## src/rtl/frame_read.sv

```systemverilog
// frame_read: streams a stored 48-bit {R16,G16,B16} frame as clamped RGB888 pixels with sof/eol/eof markers.
// Optional GRAY_OUT_EN: one extra stage converts each pixel to {Y,Y,Y}; start-to-valid latency becomes 3 cycles.
module frame_read #(
    parameter int OUT_WIDTH  = 30,
    parameter int OUT_HEIGHT = 30,
    parameter int ADDR_W     = 10
) (
    input  logic              clk,
    input  logic              rstb,
    input  logic              start,
    output logic              rd_en,
    output logic [ADDR_W-1:0] rd_addr,
    input  logic [47:0]       rd_data,
    output logic              pix_valid,
    input  logic              pix_ready,
    output logic [23:0]       pix_data,
    output logic              pix_sof,
    output logic              pix_eol,
    output logic              pix_eof,
    output logic              busy,
    output logic              done
);
    localparam int NPIX = OUT_WIDTH * OUT_HEIGHT;
`ifdef GRAY_OUT_EN
    // Three words can be outstanding (memory, clamp stage, FIFO); depth 3 keeps one pixel per cycle.
    localparam int DEPTH = 3;
`else
    localparam int DEPTH = 2;
`endif
    localparam int PW = $clog2(DEPTH);
    localparam int CW = $clog2(OUT_WIDTH + 1);
    localparam int RW = $clog2(OUT_HEIGHT + 1);

    typedef enum logic [1:0] {S_IDLE, S_READ, S_DRAIN} state_t;

    state_t            r_state;
    logic [ADDR_W-1:0] r_addr;
    logic [CW-1:0]     r_col;
    logic [RW-1:0]     r_row;
    logic              r_busy;
    logic              r_done;
    logic              r_inflight;
    logic [23:0]       r_fifo [DEPTH];
    logic [PW-1:0]     r_wptr;
    logic [PW-1:0]     r_rptr;
    logic [1:0]        r_count;

    logic              w_push;
    logic              w_pop;
    logic              w_issue;
    logic              w_last_pix;
    logic [1:0]        w_infl;
    logic [2:0]        w_level;
    logic [2:0]        w_limit;
    logic [23:0]       w_clamped;
    logic [23:0]       w_push_dat;

    function automatic logic [7:0] clamp8(input logic [15:0] v);
        if (v[15])
            return 8'd0;
        else if (v[14:8] != 7'd0)
            return 8'hFF;
        else
            return v[7:0];
    endfunction

    assign w_clamped = {clamp8(rd_data[47:32]), clamp8(rd_data[31:16]), clamp8(rd_data[15:0])};

`ifdef GRAY_OUT_EN
    logic        r_s1_vld;
    logic [23:0] r_s1_dat;
    logic [15:0] w_ysum;
    logic [7:0]  w_y;

    assign w_ysum = 16'd77  * {8'd0, r_s1_dat[23:16]}
                  + 16'd150 * {8'd0, r_s1_dat[15:8]}
                  + 16'd29  * {8'd0, r_s1_dat[7:0]};
    assign w_y    = 8'(w_ysum >> 8);

    always_ff @(posedge clk or posedge rstb) begin
        if (rstb) begin
            r_s1_vld <= 1'b0;
            r_s1_dat <= '0;
        end else begin
            r_s1_vld <= r_inflight;
            if (r_inflight)
                r_s1_dat <= w_clamped;
        end
    end

    assign w_push     = r_s1_vld;
    assign w_push_dat = {w_y, w_y, w_y};
    assign w_infl     = {1'b0, r_inflight} + {1'b0, r_s1_vld};
`else
    assign w_push     = r_inflight;
    assign w_push_dat = w_clamped;
    assign w_infl     = {1'b0, r_inflight};
`endif

    assign pix_valid  = (r_count != 2'd0);
    assign pix_data   = r_fifo[r_rptr];
    assign w_pop      = pix_valid & pix_ready;
    assign w_last_pix = (r_col == CW'(OUT_WIDTH - 1)) && (r_row == RW'(OUT_HEIGHT - 1));

    // Issue only if every word already on its way, plus this one, still fits after this cycle's pop.
    assign w_level = 3'(r_count) + 3'(w_infl);
    assign w_limit = 3'(DEPTH) + 3'(w_pop);
    assign w_issue = (r_state == S_READ) && (w_level < w_limit);

    assign rd_en   = w_issue;
    assign rd_addr = r_addr;
    assign pix_sof = pix_valid && (r_col == '0) && (r_row == '0);
    assign pix_eol = pix_valid && (r_col == CW'(OUT_WIDTH - 1));
    assign pix_eof = pix_valid && w_last_pix;
    assign busy    = r_busy;
    assign done    = r_done;

    always_ff @(posedge clk or posedge rstb) begin
        if (rstb)
            r_inflight <= 1'b0;
        else
            r_inflight <= w_issue;
    end

    always_ff @(posedge clk or posedge rstb) begin
        if (rstb) begin
            for (int i = 0; i < DEPTH; i++)
                r_fifo[i] <= '0;
            r_wptr  <= '0;
            r_rptr  <= '0;
            r_count <= 2'd0;
        end else begin
            if (w_push) begin
                r_fifo[r_wptr] <= w_push_dat;
                r_wptr         <= (r_wptr == PW'(DEPTH - 1)) ? '0 : r_wptr + 1'b1;
            end
            if (w_pop)
                r_rptr <= (r_rptr == PW'(DEPTH - 1)) ? '0 : r_rptr + 1'b1;
            r_count <= r_count + 2'(w_push) - 2'(w_pop);
        end
    end

    always_ff @(posedge clk or posedge rstb) begin
        if (rstb) begin
            r_col <= '0;
            r_row <= '0;
        end else if (w_pop) begin
            if (r_col == CW'(OUT_WIDTH - 1)) begin
                r_col <= '0;
                r_row <= (r_row == RW'(OUT_HEIGHT - 1)) ? '0 : r_row + 1'b1;
            end else begin
                r_col <= r_col + 1'b1;
            end
        end
    end

    always_ff @(posedge clk or posedge rstb) begin
        if (rstb) begin
            r_state <= S_IDLE;
            r_addr  <= '0;
            r_busy  <= 1'b0;
            r_done  <= 1'b0;
        end else begin
            r_done <= 1'b0;
            case (r_state)
                S_IDLE: begin
                    if (start) begin
                        r_state <= S_READ;
                        r_addr  <= '0;
                        r_busy  <= 1'b1;
                    end
                end
                S_READ: begin
                    // Address holds at the last word once issued; no wrap.
                    if (w_issue) begin
                        if (r_addr == ADDR_W'(NPIX - 1))
                            r_state <= S_DRAIN;
                        else
                            r_addr <= r_addr + 1'b1;
                    end
                end
                S_DRAIN: begin
                    if (w_pop && w_last_pix) begin
                        r_state <= S_IDLE;
                        r_busy  <= 1'b0;
                        r_done  <= 1'b1;
                    end
                end
                default: r_state <= S_IDLE;
            endcase
        end
    end
endmodule

```

## config.mk

```make
export PLATFORM = sky130hd
export DESIGN_NAME = frame_read
export DESIGN_NICKNAME = d
export VERILOG_FILES = /design/src/rtl/frame_read.sv
export SDC_FILE = /design/constraint.sdc
export NUM_CORES = 1
export LEC_CHECK = 0
export BUFFER_PORTS_ARGS = -buffer_cell sky130_fd_sc_hd__buf_4
export CAP_MARGIN = 5
export CORE_MARGIN = 1.5
export CORE_UTILIZATION = 45
export DETAILED_ROUTE_END_ITERATION = 6
export PLACE_DENSITY = 0.69
export SETUP_SLACK_MARGIN = 0.02
export SYNTH_ARGS = -nofsm -noshare
export SYNTH_HDL_FRONTEND = slang
export SYNTH_SLANG_ARGS = --single-unit
```

## constraint.sdc

```tcl
create_clock -name clk -period 2.7 [get_ports clk]
set_input_delay 0.54 -clock clk [delete_from_list [all_inputs] [get_ports clk]]
set_output_delay 0.54 -clock clk [all_outputs]
set_load 0.01 [all_outputs]
```

==> After elaboration in Yosys (flattened, before gate mapping) <==
Cells that the tools add are included.
{ "word_totals": {"regBits": 77, "latch_bits": 0, "mem_bits_rw": 0, "romBits": 0, "input_bits": 52, "out_inout_bits": 41, "word_cells": 89, "mem_count": 0} }
{ "op_classes": {"addsub": 9, "mul": 0, "div": 0, "n_lt_le_gt_ge": 4, "eq_ne": 10, "shift": 0, "mux": 30, "bitwise": 3, "reduce_logical": 21} }
{ "op_table": {"columns": ["operator", "count"], "rows": [
  ["$mux W24", 4],
  ["$bwmux W48", 1],
  ["$mux W8", 6],
  ["$mux W10", 3],
  ["$demux W24 S1", 1],
  ["$reduce_bool A7 Y1", 3],
  ["$pmux W10 S2", 1],
  ["$add A10 B1 Y10 const B", 1],
  ["$add A5 B1 Y5 const B", 2],
  ["$eq A10 B10 Y1 const B", 1],
  ["$eq A5 B5 Y1 const B", 2],
  ["$logic_not A5 Y1", 2],
  ["$mux W5", 2],
  ["$logic_and A1 B1 Y1", 8],
  ["$mux W2", 4],
  ["$ne A2 B2 Y1 const B", 4],
  ["$reduce_and A4 Y1", 2],
  ["$mux W1", 6],
  ["$pmux W2 S3", 1],
  ["$reduce_bool A2 Y1", 3],
  ["$ge A2 B2 Y1 const B", 2],
  ["$not A1 Y2", 2],
  ["$add A2 B1 Y3", 1],
  ["$add A2 B1 Y3 const A", 1],
  ["other kinds (13)", 14]
]} }

==> Longest topological paths before layout <==
Gate-level depths: netlist of run 1.
{ "logic_depth": {"word_depth": 7, "ltp_mapped": 8, "mapped_depth_nobuf": 7} }

==> Worst setup path after synthesis of run 1 <==
No wires, ideal clock.
{ "synth_timing": {"path_type": "flip-flop to output port", "start": "reg r_inflight", "end": "out rd_en", "arrival_time_ps": 1279, "required_time_ps": 2160, "path_slack_ps": 881, "stages_incl_launch_ff": 5, "path_buffers": 0, "cell_sequence": "dfrtp_1 > ha_1 > ha_1 > o21ai_4 > nor3b_4"} }
{ "synth_via": {"elab_chain_cells": 3} }
{ "synth_lines": {"columns": ["element", "line_no", "text"], "rows": [
  ["start: declaration", "42", "logic r_inflight;"],
  ["start signal: assignment", "122", "r_inflight <= w_issue;"],
  ["$add A2 B1 Y3", "106", "assign w_level = 3'(r_count) + 3'(w_infl);"],
  ["$lt A3 B3 Y1", "108", "assign w_issue = (r_state == S_READ) && (w_level < w_limit);"],
  ["$logic_and A1 B1 Y1", "108", null],
  ["end: declaration", "11", "output logic rd_en,"]
]} }
Every way passes these cells.

==> Final worst setup path of run 1 <==
Same ends and word-level chain as after synthesis.

==> impl_metrics.tcl, run 1 <==
set metrics [dict create \
    status "completed" \
    yosysWarningCount 0 \
    synth_area_per_cell_um2 9.83 \
    yosysTopAreaCell "dfrtp_1" \
    worstSetupEndpointType "output pin" \
    cts_buffer_depth 2 \
    grt_pass1_wl_um 13800 \
    m1WireLength_um 3910 \
    syn_area_um2 3790 \
    dieWidth_um 94.8 \
    cts_buffers 9 \
    setup_viol 0 \
    cts.clk_slew.worst_paths_ps 80 \
    combPwrFrac_pct 27.0 \
    met2_length_um 3960 \
    synthesis.instances 386 \
    post-cts-setup-buffer-count 0 \
    synth_edf_count 0 \
    start_util_pct 46.4 \
    cp.required_ps 2160 \
    ys_seq_area_share_pct 50.8 \
    synth_common_cells "dfrtp_1, o21ai_0, nand2_1, mux2_2, o21bai_1" \
    grt_pass1_vias 3014 \
    cp_max_fo 6 \
    fin_tns_setup_ps 0 \
    hold_violations 0 \
    viasPerCell 5.33 \
    vias 3117 \
    synth.most_common_cell "dfrtp_1" \
    drtIter0Drc 121 \
    clock_latency_ps 340 \
    dp_cells 569 \
    ys.flop_type "dfrtp_1" \
    synth_cell_type_count 37 \
    grt_max_degree 78 \
    p_int_mw 2.44 \
    max_freq_ghz 0.411 \
    drc_errors 0 \
    gp_congestion 0.829 \
    netlist.area_leader.share_pct 50.8 \
    worstPathArrival_ps 1890 \
    min_period_ps 2430 \
    dieHeight_um 94.8 \
    dieArea_um2 8990 \
    drv_cap 0 \
    io_pins 93 \
    seq_power_share_pct 39.9 \
    nFillCells 736 \
    rsz0062_at_grt "no" \
    drt_first_pass_iters 4 \
    cts_root_buffer "clkbuf_8" \
    leakage_nw 2.21 \
    drive_gt1_share_pct 29.2 \
    synth_simple_gate_area_share_pct 15.8 \
    htreeDepth 3 \
    clock_skew_ps 6.01 \
    power_density_nw_per_um2 710 \
    wl_met3_um 431 \
    dp_slack_ps 576 \
    slew_headroom_pct 45.6 \
    hold_class "input port to async pin" \
    synth_top_family_by_area "compound AO/OA/AOI/OAI gates" \
    worst-r2r-cell-count 6 \
    criticalPathCategory "flip-flop to output pin" \
    max-vdd-ir-drop_mv 0.370 \
    io_buffers 92 \
    r2r_slack_ps 560 \
    slew_viol_final 0 \
    tightestPinTransition_ps 816 \
    placed_area_um2 4580 \
    ys_top_cells_by_area "dfrtp_1, o21ai_0, mux2_2, nand2_1, o21bai_1" \
    grt_overflow_total 0 \
    cts_tree "yes" \
    routedWlPerCell_um 14.4 \
    final_nets 538 \
    setup_ws_ps 267 \
    drtAntennaViolNets 0 \
    cts_resized 0 \
    synthesis.nets 449 \
    design_area_um2 4840 \
    p_sw_mw 0.996 \
    rows 33 \
    ctsHoldBuffers 0 \
    clock_sinks 77 \
    synth_xor_area_share_pct 0.923 \
    dpl.hpwl_um 5660 \
    wl_um 8410 \
    highest_layer "met4" \
    p_total_mw 3.44 \
    synth_mux_area_share_pct 7.12 \
    antenna_found_initial 0 \
    min_period_over_period_pct 90.1 \
    r2r-start "r_inflight" \
    synthArstFlopShare_pct 100 \
    grt.total_usage_pct 19.6 \
    clkPwrFrac_pct 33.1 \
    synth_compound_area_share_pct 18.6 \
    stdcell_count 585 \
    synth-seq-cells 77 \
    synthAdderAreaFrac_pct 3.63 \
    critPathLaunchType "flip-flop" \
    area_growth_pct 27.6 \
    coreArea_um2 8180 \
    diodes 0 \
    worstReg2RegEnd "rd_addr[6]" \
    p_sw_share_pct 29.0 \
]
[layer usage]
layer / up-vias / global-route usage (%)
li1: 1551 / -
met1: 1473 / 25.8
met2: 82 / 31.3
met3: 11 / 4.03
met4: 0 / 8.08
met5: - / 0
[metrics by stage]
stage | hold slack [ps] | utilization, %
after floorplan | 444 | -
after global placement | 456 | 56.0
after detailed placement | 465 | 56.0
after CTS | 294 | 59.2
after global routing | 309 | 59.2
final | 254 | 59.2
[power by group through the flow]
stage | registers, mW | clock network, mW | logic [mW]
floorplan | 1.35 | 0 | 0.606
global placement | 1.39 | 0 | 0.919
detailed placement | 1.39 | 0 | 0.933
CTS | 1.37 | 1.16 | 0.941
global route | 1.39 | 1.21 | 1.02
finish | 1.37 | 1.14 | 0.928
[kinds of logic after synthesis]
| kind of cell | Yosys count |
|---|---|
| xor gates and xnor gates | 4 |
| and+or+nand+nor | 124 |
| muxes | 24 |
| buffers and inverters | 29 |
| DFF | 77 |
| adders and majority gates | 11 |
| AOI/OAI and AO/OA | 117 |
[critical path, cell delays in order (launching register included)]
cell and delay [ps]:
dfrtp_1 450, ha_1 240, ha_1 310, o21ai_4 100, nor3b_4 280, buf_4 170
[flip-flops by register name, summed over array words and instances, names as in the netlist]
name        flops
done            1
r_rptr          1
r_wptr          1
r_col           5
r_state         2
r_fifo         48
busy            1
r_row           5
r_inflight      1
rd_addr        10
r_count         2
[cell type report]
type	count	area, um2	area share (%)
Multi-Input combinational cell	280	1750	36.2
Timing Repair Buffer	95	726	15.0
Clock buffer	10	128	2.64
Sequential cell	77	1930	39.8
Inverter	12	45.0	0.930
Clock inverter	6	134	2.76
Tap cell	105	131	2.71
[cells in the final DEF, fill, tap and decap left out, types with 2 or more instances in the layout]
| master | synthesis | final |
|---|---|---|
| o2111ai_1 | 2 | 2 |
| a21oi_1 | 4 | 4 |
| o21ai_0 | 69 | 69 |
| o21ai_4 | 2 | 2 |
| nand2b_1 | 5 | 4 |
| inv_1 | 11 | 10 |
| xnor2_1 | 3 | 3 |
| o21bai_1 | 24 | 24 |
| bufinv_16 | 0 | 4 |
| nor2b_1 | 5 | 5 |
| o21ai_1 | 3 | 3 |
| a31oi_1 | 3 | 3 |
| nor4b_1 | 3 | 3 |
| o31ai_1 | 7 | 7 |
| and4_1 | 2 | 2 |
| nor4_1 | 4 | 4 |
| nor3_1 | 6 | 6 |
| nand2_1 | 65 | 65 |
| nand4_1 | 8 | 8 |
| buf_4 | 1 | 94 |
| clkbuf_8 | 0 | 9 |
| ha_1 | 11 | 11 |
| and3_1 | 2 | 2 |
| o41ai_1 | 2 | 2 |
| mux2_2 | 24 | 24 |
| nor2_1 | 10 | 10 |
| nand3_1 | 9 | 9 |
| dfrtp_1 | 77 | 77 |
[how the worst max path moves through the flow]
stage	startpoint	end	slack, ps	cells after the start
after floorplan	rstb	busy	190	1
after global placement	r_inflight	rd_addr[6]	630	6
after detailed placement	r_inflight	rd_addr[8]	580	6
after CTS	r_inflight	rd_en	240	5
after global routing	r_inflight	rd_en	170	5
final	r_inflight	rd_en	270	5
Note: power is estimated with default switching activity, not from simulation.
==> run 2: changes to the inputs <==
CTS_BUF_LIST = sky130_fd_sc_hd__clkbuf_4 sky130_fd_sc_hd__clkbuf_8 sky130_fd_sc_hd__clkbuf_16   (was default)
==> run 2 against run 1 <==
Net effect:
- count of clock-buffer cells in the layout is the same
- via count grew 0.13%
- sequential share of layout area is essentially flat
- final area is essentially flat
- critical path depth is the same
- non-clock buffer count is the same
- combinational power is essentially flat
- worst hold slack gained 5.0 ps
- maximum frequency shrank 0.58%
- worst setup slack lost 14 ps
- core utilization is essentially flat
- cell count is the same
==> impl_metrics.tcl, run 2 (synthesis gave the netlist of run 1 again) <==
set metrics [dict create \
    leakage_nw 2.22 \
    slew_viol_final 0 \
    cp.required_ps 2160 \
    crit_cells 5 \
    clock_skew_ps 6.69 \
    max-vdd-ir-drop_mv 0.370 \
    largest_reg_flops 48 \
    worst-r2r-cell-count 6 \
    cts_buffer_depth 2 \
    cpPeakStageDelay_ps 450 \
    tightestPinTransition_ps 831 \
    use_met3_pct 3.78 \
    nFillCells 735 \
    r2r-start "r_inflight" \
    io_buffers 92 \
    rows 33 \
    max_freq_ghz 0.409 \
    cp_max_fo 6 \
    cts_tree "yes" \
    start_util_pct 46.4 \
    regMostFlops "r_fifo" \
    worstPathArrival_ps 1910 \
    viasPerCell 5.34 \
    setup_ws_ps 253 \
    min_period_over_period_pct 90.6 \
    worstSetupEndpointType "output pin" \
    power_density_nw_per_um2 712 \
    grt_max_degree 78 \
    dieHeight_um 94.8 \
    grt_busiest_layer "met2" \
    ctsHoldBuffers 0 \
    vias 3121 \
    hold_slack_ps 259 \
    drt_first_pass_iters 4 \
    drv_cap 0 \
    cts_root_buffer "clkbuf_8" \
    gp_congestion 0.829 \
    cp_top_family "adder cells" \
    setup_viol 0 \
    critPathLaunchType "flip-flop" \
    hold_class "input port to async pin" \
    placed_area_um2 4580 \
    cts_resized 0 \
    diodes 0 \
    routedWlPerCell_um 14.3 \
    status "completed" \
    post-cts-setup-buffer-count 0 \
    drtAntennaViolNets 0 \
    worstReg2RegEnd "rd_addr[6]" \
    final_common_cell "buf_4" \
    drive_gt1_share_pct 29.4 \
    slew_headroom_pct 44.6 \
    criticalPathCategory "flip-flop to output pin" \
    r2r_slack_ps 570 \
    antenna_found_initial 0 \
    htreeDepth 3 \
    final_cell_mix "buf_4, dfrtp_1, o21ai_0" \
    grt_overflow_total 0 \
    rsz0062_at_grt "no" \
    design_area_um2 4850 \
    dieArea_um2 8990 \
    cp.buffers_inverters 1 \
    clock_sinks 77 \
    final_nets 538 \
    fin_tns_setup_ps 0 \
    dp_slack_ps 576 \
    drc_errors 0 \
    grt_pass1_wl_um 13700 \
    hold_violations 0 \
    grt.total_usage_pct 19.5 \
    dpl.hpwl_um 5660 \
    coreArea_um2 8180 \
    path_cells "ha_1, ha_1, o21ai_4, nor3b_4, buf_4" \
    clock_latency_ps 350 \
    area_growth_pct 27.7 \
    wl_um 8370 \
    io_pins 93 \
    grt_pass1_vias 3004 \
    cts_buffers 9 \
    min_period_ps 2450 \
    grt_use_met2_pct 30.9 \
    dieWidth_um 94.8 \
    cpMostUsedCell "ha_1" \
    cts.clk_slew.worst_paths_ps 80 \
    slowest_stage "dfrtp_1" \
    drtIter0Drc 120 \
    use_met1_pct 26.2 \
]
[run 2: cell count changes in the layout (fill, tap and decap cells not counted)]
cell      previous run  this run
clkbuf_1             1         0
clkbuf_4             0         1
[run 2: report_power, final]
part | total (mW) | leakage, nW | switching (mW) | internal [mW]
logic | 0.927 | 1.23 | 0.448 | 0.478
clock network | 1.15 | 0.134 | 0.432 | 0.720
registers | 1.37 | 0.853 | 0.119 | 1.25
total | 3.45 | 2.22 | 0.999 | 2.45
[run 2: through the flow]
stage          instances  power (mW)  util [%]
6_report             585        3.45      59.3
5_1_grt              585        3.63      59.3
4_1_cts              585        3.48      59.3
3_5_place_dp         569        2.33      56.0
3_3_place_gp         569        2.30      56.0
2_1_floorplan        386        1.96         -
[run 2: area by class of cell]
class | instances | area (um2) | area share [%]
Sequential cell | 77 | 1930 | 39.8
Multi-Input combinational cell | 280 | 1750 | 36.1
Timing Repair Buffer | 95 | 726 | 15.0
Clock inverter | 6 | 134 | 2.76
Clock buffer | 10 | 131 | 2.71
Tap cell | 105 | 131 | 2.71
Inverter | 12 | 45.0 | 0.930
[run 2: worst reg2reg max path, delay by kind of cell, from the launching register on]
| kind | cells | cell delay (ps) |
|---|---|---|
| AO/OA/AOI/OAI | 4 | 1030 |
| adder cells (fa/ha/maj) | 2 | 560 |
| flip-flops | 1 | 450 |
[run 2: how the worst max path moves through the flow]
stage | from | end | slack [ps]
3_5_place_dp | r_inflight | rd_addr[8] | 580
5_1_grt | r_inflight | rd_en | 180
2_1_floorplan | rstb | busy | 190
4_1_cts | r_inflight | rd_en | 240
6_report | r_inflight | rd_en | 250
3_3_place_gp | r_inflight | rd_addr[6] | 630
[run 2: per-layer routing]
layer,vias to the layer above,wire (um)
li1,1552,-
met1,1485,3950
met2,72,3880
met3,12,409
met4,0,129
met5,-,0
==> run 3: changes to the inputs <==
CELL_PAD_IN_SITES_DETAIL_PLACEMENT = 2   (was default)
CELL_PAD_IN_SITES_GLOBAL_PLACEMENT = 2   (was default)
CORE_UTILIZATION = 33   (was 45)
PLACE_DENSITY = default   (was 0.69)
PLACE_DENSITY_LB_ADDON = 0.1   (was default)
clock period = 2.4 ns   (was 2.7 ns; I/O delays follow)
==> run 3 against run 2 <==
Net effect:
- first-iteration DRC count decreased by 43%
- power increased by 23%
- cell count increased by 7.2%
- count of clock-buffer cells in the layout decreased by 1
- flip-flop and latch count unchanged
- via count increased by 5.3%
- clock skew about the same
- non-clock buffer count increased by 7
- routed wire length increased by 29%
==> impl_metrics.tcl, run 3 (synthesis gave the netlist of run 1 again) <==
set metrics [dict create \
    max-vdd-ir-drop_mv 0.514 \
    leakage_nw 2.28 \
    worstSetupEndpointType "output pin" \
    slowest_stage "dfrtp_2" \
    power_density_nw_per_um2 840 \
    cpPeakStageDelay_ps 440 \
    final_nets 545 \
    largest_reg_flops 48 \
    regMostFlops "r_fifo" \
    r2r_slack_ps 300 \
    min_period_over_period_pct 94.5 \
    multi_input_area_um2 1750 \
    hold_violations 0 \
    drtIter0Drc 68 \
    seq_power_share_pct 36.8 \
    placed_area_um2 4660 \
    cts_buffers 9 \
    dpl.hpwl_um 7590 \
    htreeDepth 3 \
    fin_tns_setup_ps 0 \
    clock_skew_ps 7.03 \
    hold_class "input port to async pin" \
    cp.buffers_inverters 1 \
    hold_slack_ps 267 \
    cp.required_ps 1920 \
    clkPwrFrac_pct 37.4 \
    status "completed" \
    grt_pass1_vias 3509 \
    routedWlPerCell_um 17.3 \
    coreArea_um2 11000 \
    ff_latch_area_um2 1930 \
    worstPathArrival_ps 1790 \
    tightestPinTransition_ps 852 \
    critPathLaunchType "flip-flop" \
    setup_ws_ps 131 \
    final_cell_mix "buf_4, dfrtp_1, o21ai_0" \
    drtAntennaViolNets 0 \
    gp_congestion 0.767 \
    rows 38 \
    cpMostUsedCell "ha_1" \
    drc_errors 0 \
    clock_sinks 77 \
    viasPerCell 5.24 \
    dp_slack_ps 167 \
    combPwrFrac_pct 25.8 \
    dieArea_um2 12100 \
    drive_gt1_share_pct 30.6 \
    p_sw_share_pct 29.5 \
    dieHeight_um 110 \
    min_period_ps 2270 \
    slew_headroom_pct 43.2 \
    drt_first_pass_iters 4 \
    cts_tree "yes" \
    vias 3287 \
    criticalPathCategory "flip-flop to output pin" \
    p_int_mw 2.98 \
    antenna_found_initial 0 \
    cts.clk_slew.worst_paths_ps 60 \
    grt_overflow_total 0 \
    grt_pass1_wl_um 17700 \
    setup_viol 0 \
    dieWidth_um 110 \
    wl_um 10800 \
    rsz0062_at_grt "no" \
    start_util_pct 34.4 \
    final_common_cell "buf_4" \
    path_cells "ha_1, ha_1, o21ai_4, nor3b_4, buf_4" \
    cts_root_buffer "clkbuf_16" \
    area_growth_pct 32.6 \
    slew_viol_final 0 \
    design_area_um2 5030 \
    io_buffers 92 \
    clock_latency_ps 340 \
    cp_max_fo 6 \
    cp_top_family "adder cells" \
    max_freq_ghz 0.441 \
    diodes 0 \
    cts_buffer_depth 2 \
    drv_cap 0 \
    io_pins 93 \
    grt.total_usage_pct 19.1 \
    nFillCells 1228 \
    grt_max_degree 49 \
    p_sw_mw 1.25 \
]
==> run 3: cell types whose count changed in the layout (fill, tap and decap cells not counted), sizes merged <==
cell      change
clkinvlp      +2
inv           -2
clkinv        +2
buf           +7
bufinv        -1
clkbuf        -1
==> run 3: per-stage QoR <==
stage / total power, mW / utilization [%] / std cells
detailed placement: 2.68 / 42.2 / 608
global placement: 2.64 / 42.2 / 608
floorplan: 2.20 / - / 386
CTS: 4.30 / 45.5 / 625
global route: 4.47 / 45.6 / 627
finish: 4.23 / 45.6 / 627
==> run 3: timing repair <==
item / in CTS / in global routing
endpoints found under the setup margin: 1 / 6
pin swaps: 0 / 1
hold buffers: 0 / 0
buffers inserted: 1 / 2
resized for setup: 0 / 1
==> run 3: routing by layer <==
| layer | track usage (%) | wire length (um) |
|---|---|---|
| met5 | 0 | 0 |
| met4 | 6.04 | 170 |
| met3 | 4.76 | 426 |
| met2 | 34.0 | 5550 |
| met1 | 22.5 | 4670 |
==> run 3: worst paths after layout <==
kind / startpoint / to / cells past startpoint
worst max register to register: r_inflight / rd_addr[3] / 8
worst min register to register: r_rptr / r_rptr / 1
worst min-delay path: rstb / r_fifo[1] / 2
worst max-delay path: r_inflight / rd_en / 5
max in group asynchronous: rstb / r_inflight / 3
min in group clk: rd_data[39] / r_fifo[47] / 3
==> run 3: layout make-up <==
cell class	count	share of cell area, %
sequential	77	38.3
timing repair buffer	102	15.5
multi-input combinational	280	34.8
inverter	12	0.970
tap	140	3.48
clock buffer	9	4.48
clock inverter	7	2.46
==> run 3: power by group through the flow <==
stage          sequential [mW]  clock (mW)  combinational [mW]
5_1_grt                   1.58        1.68                1.22
6_report                  1.56        1.58                1.09
4_1_cts                   1.55        1.63                1.12
3_5_place_dp              1.57           0                1.11
2_1_floorplan             1.52           0               0.683
3_3_place_gp              1.56           0                1.07
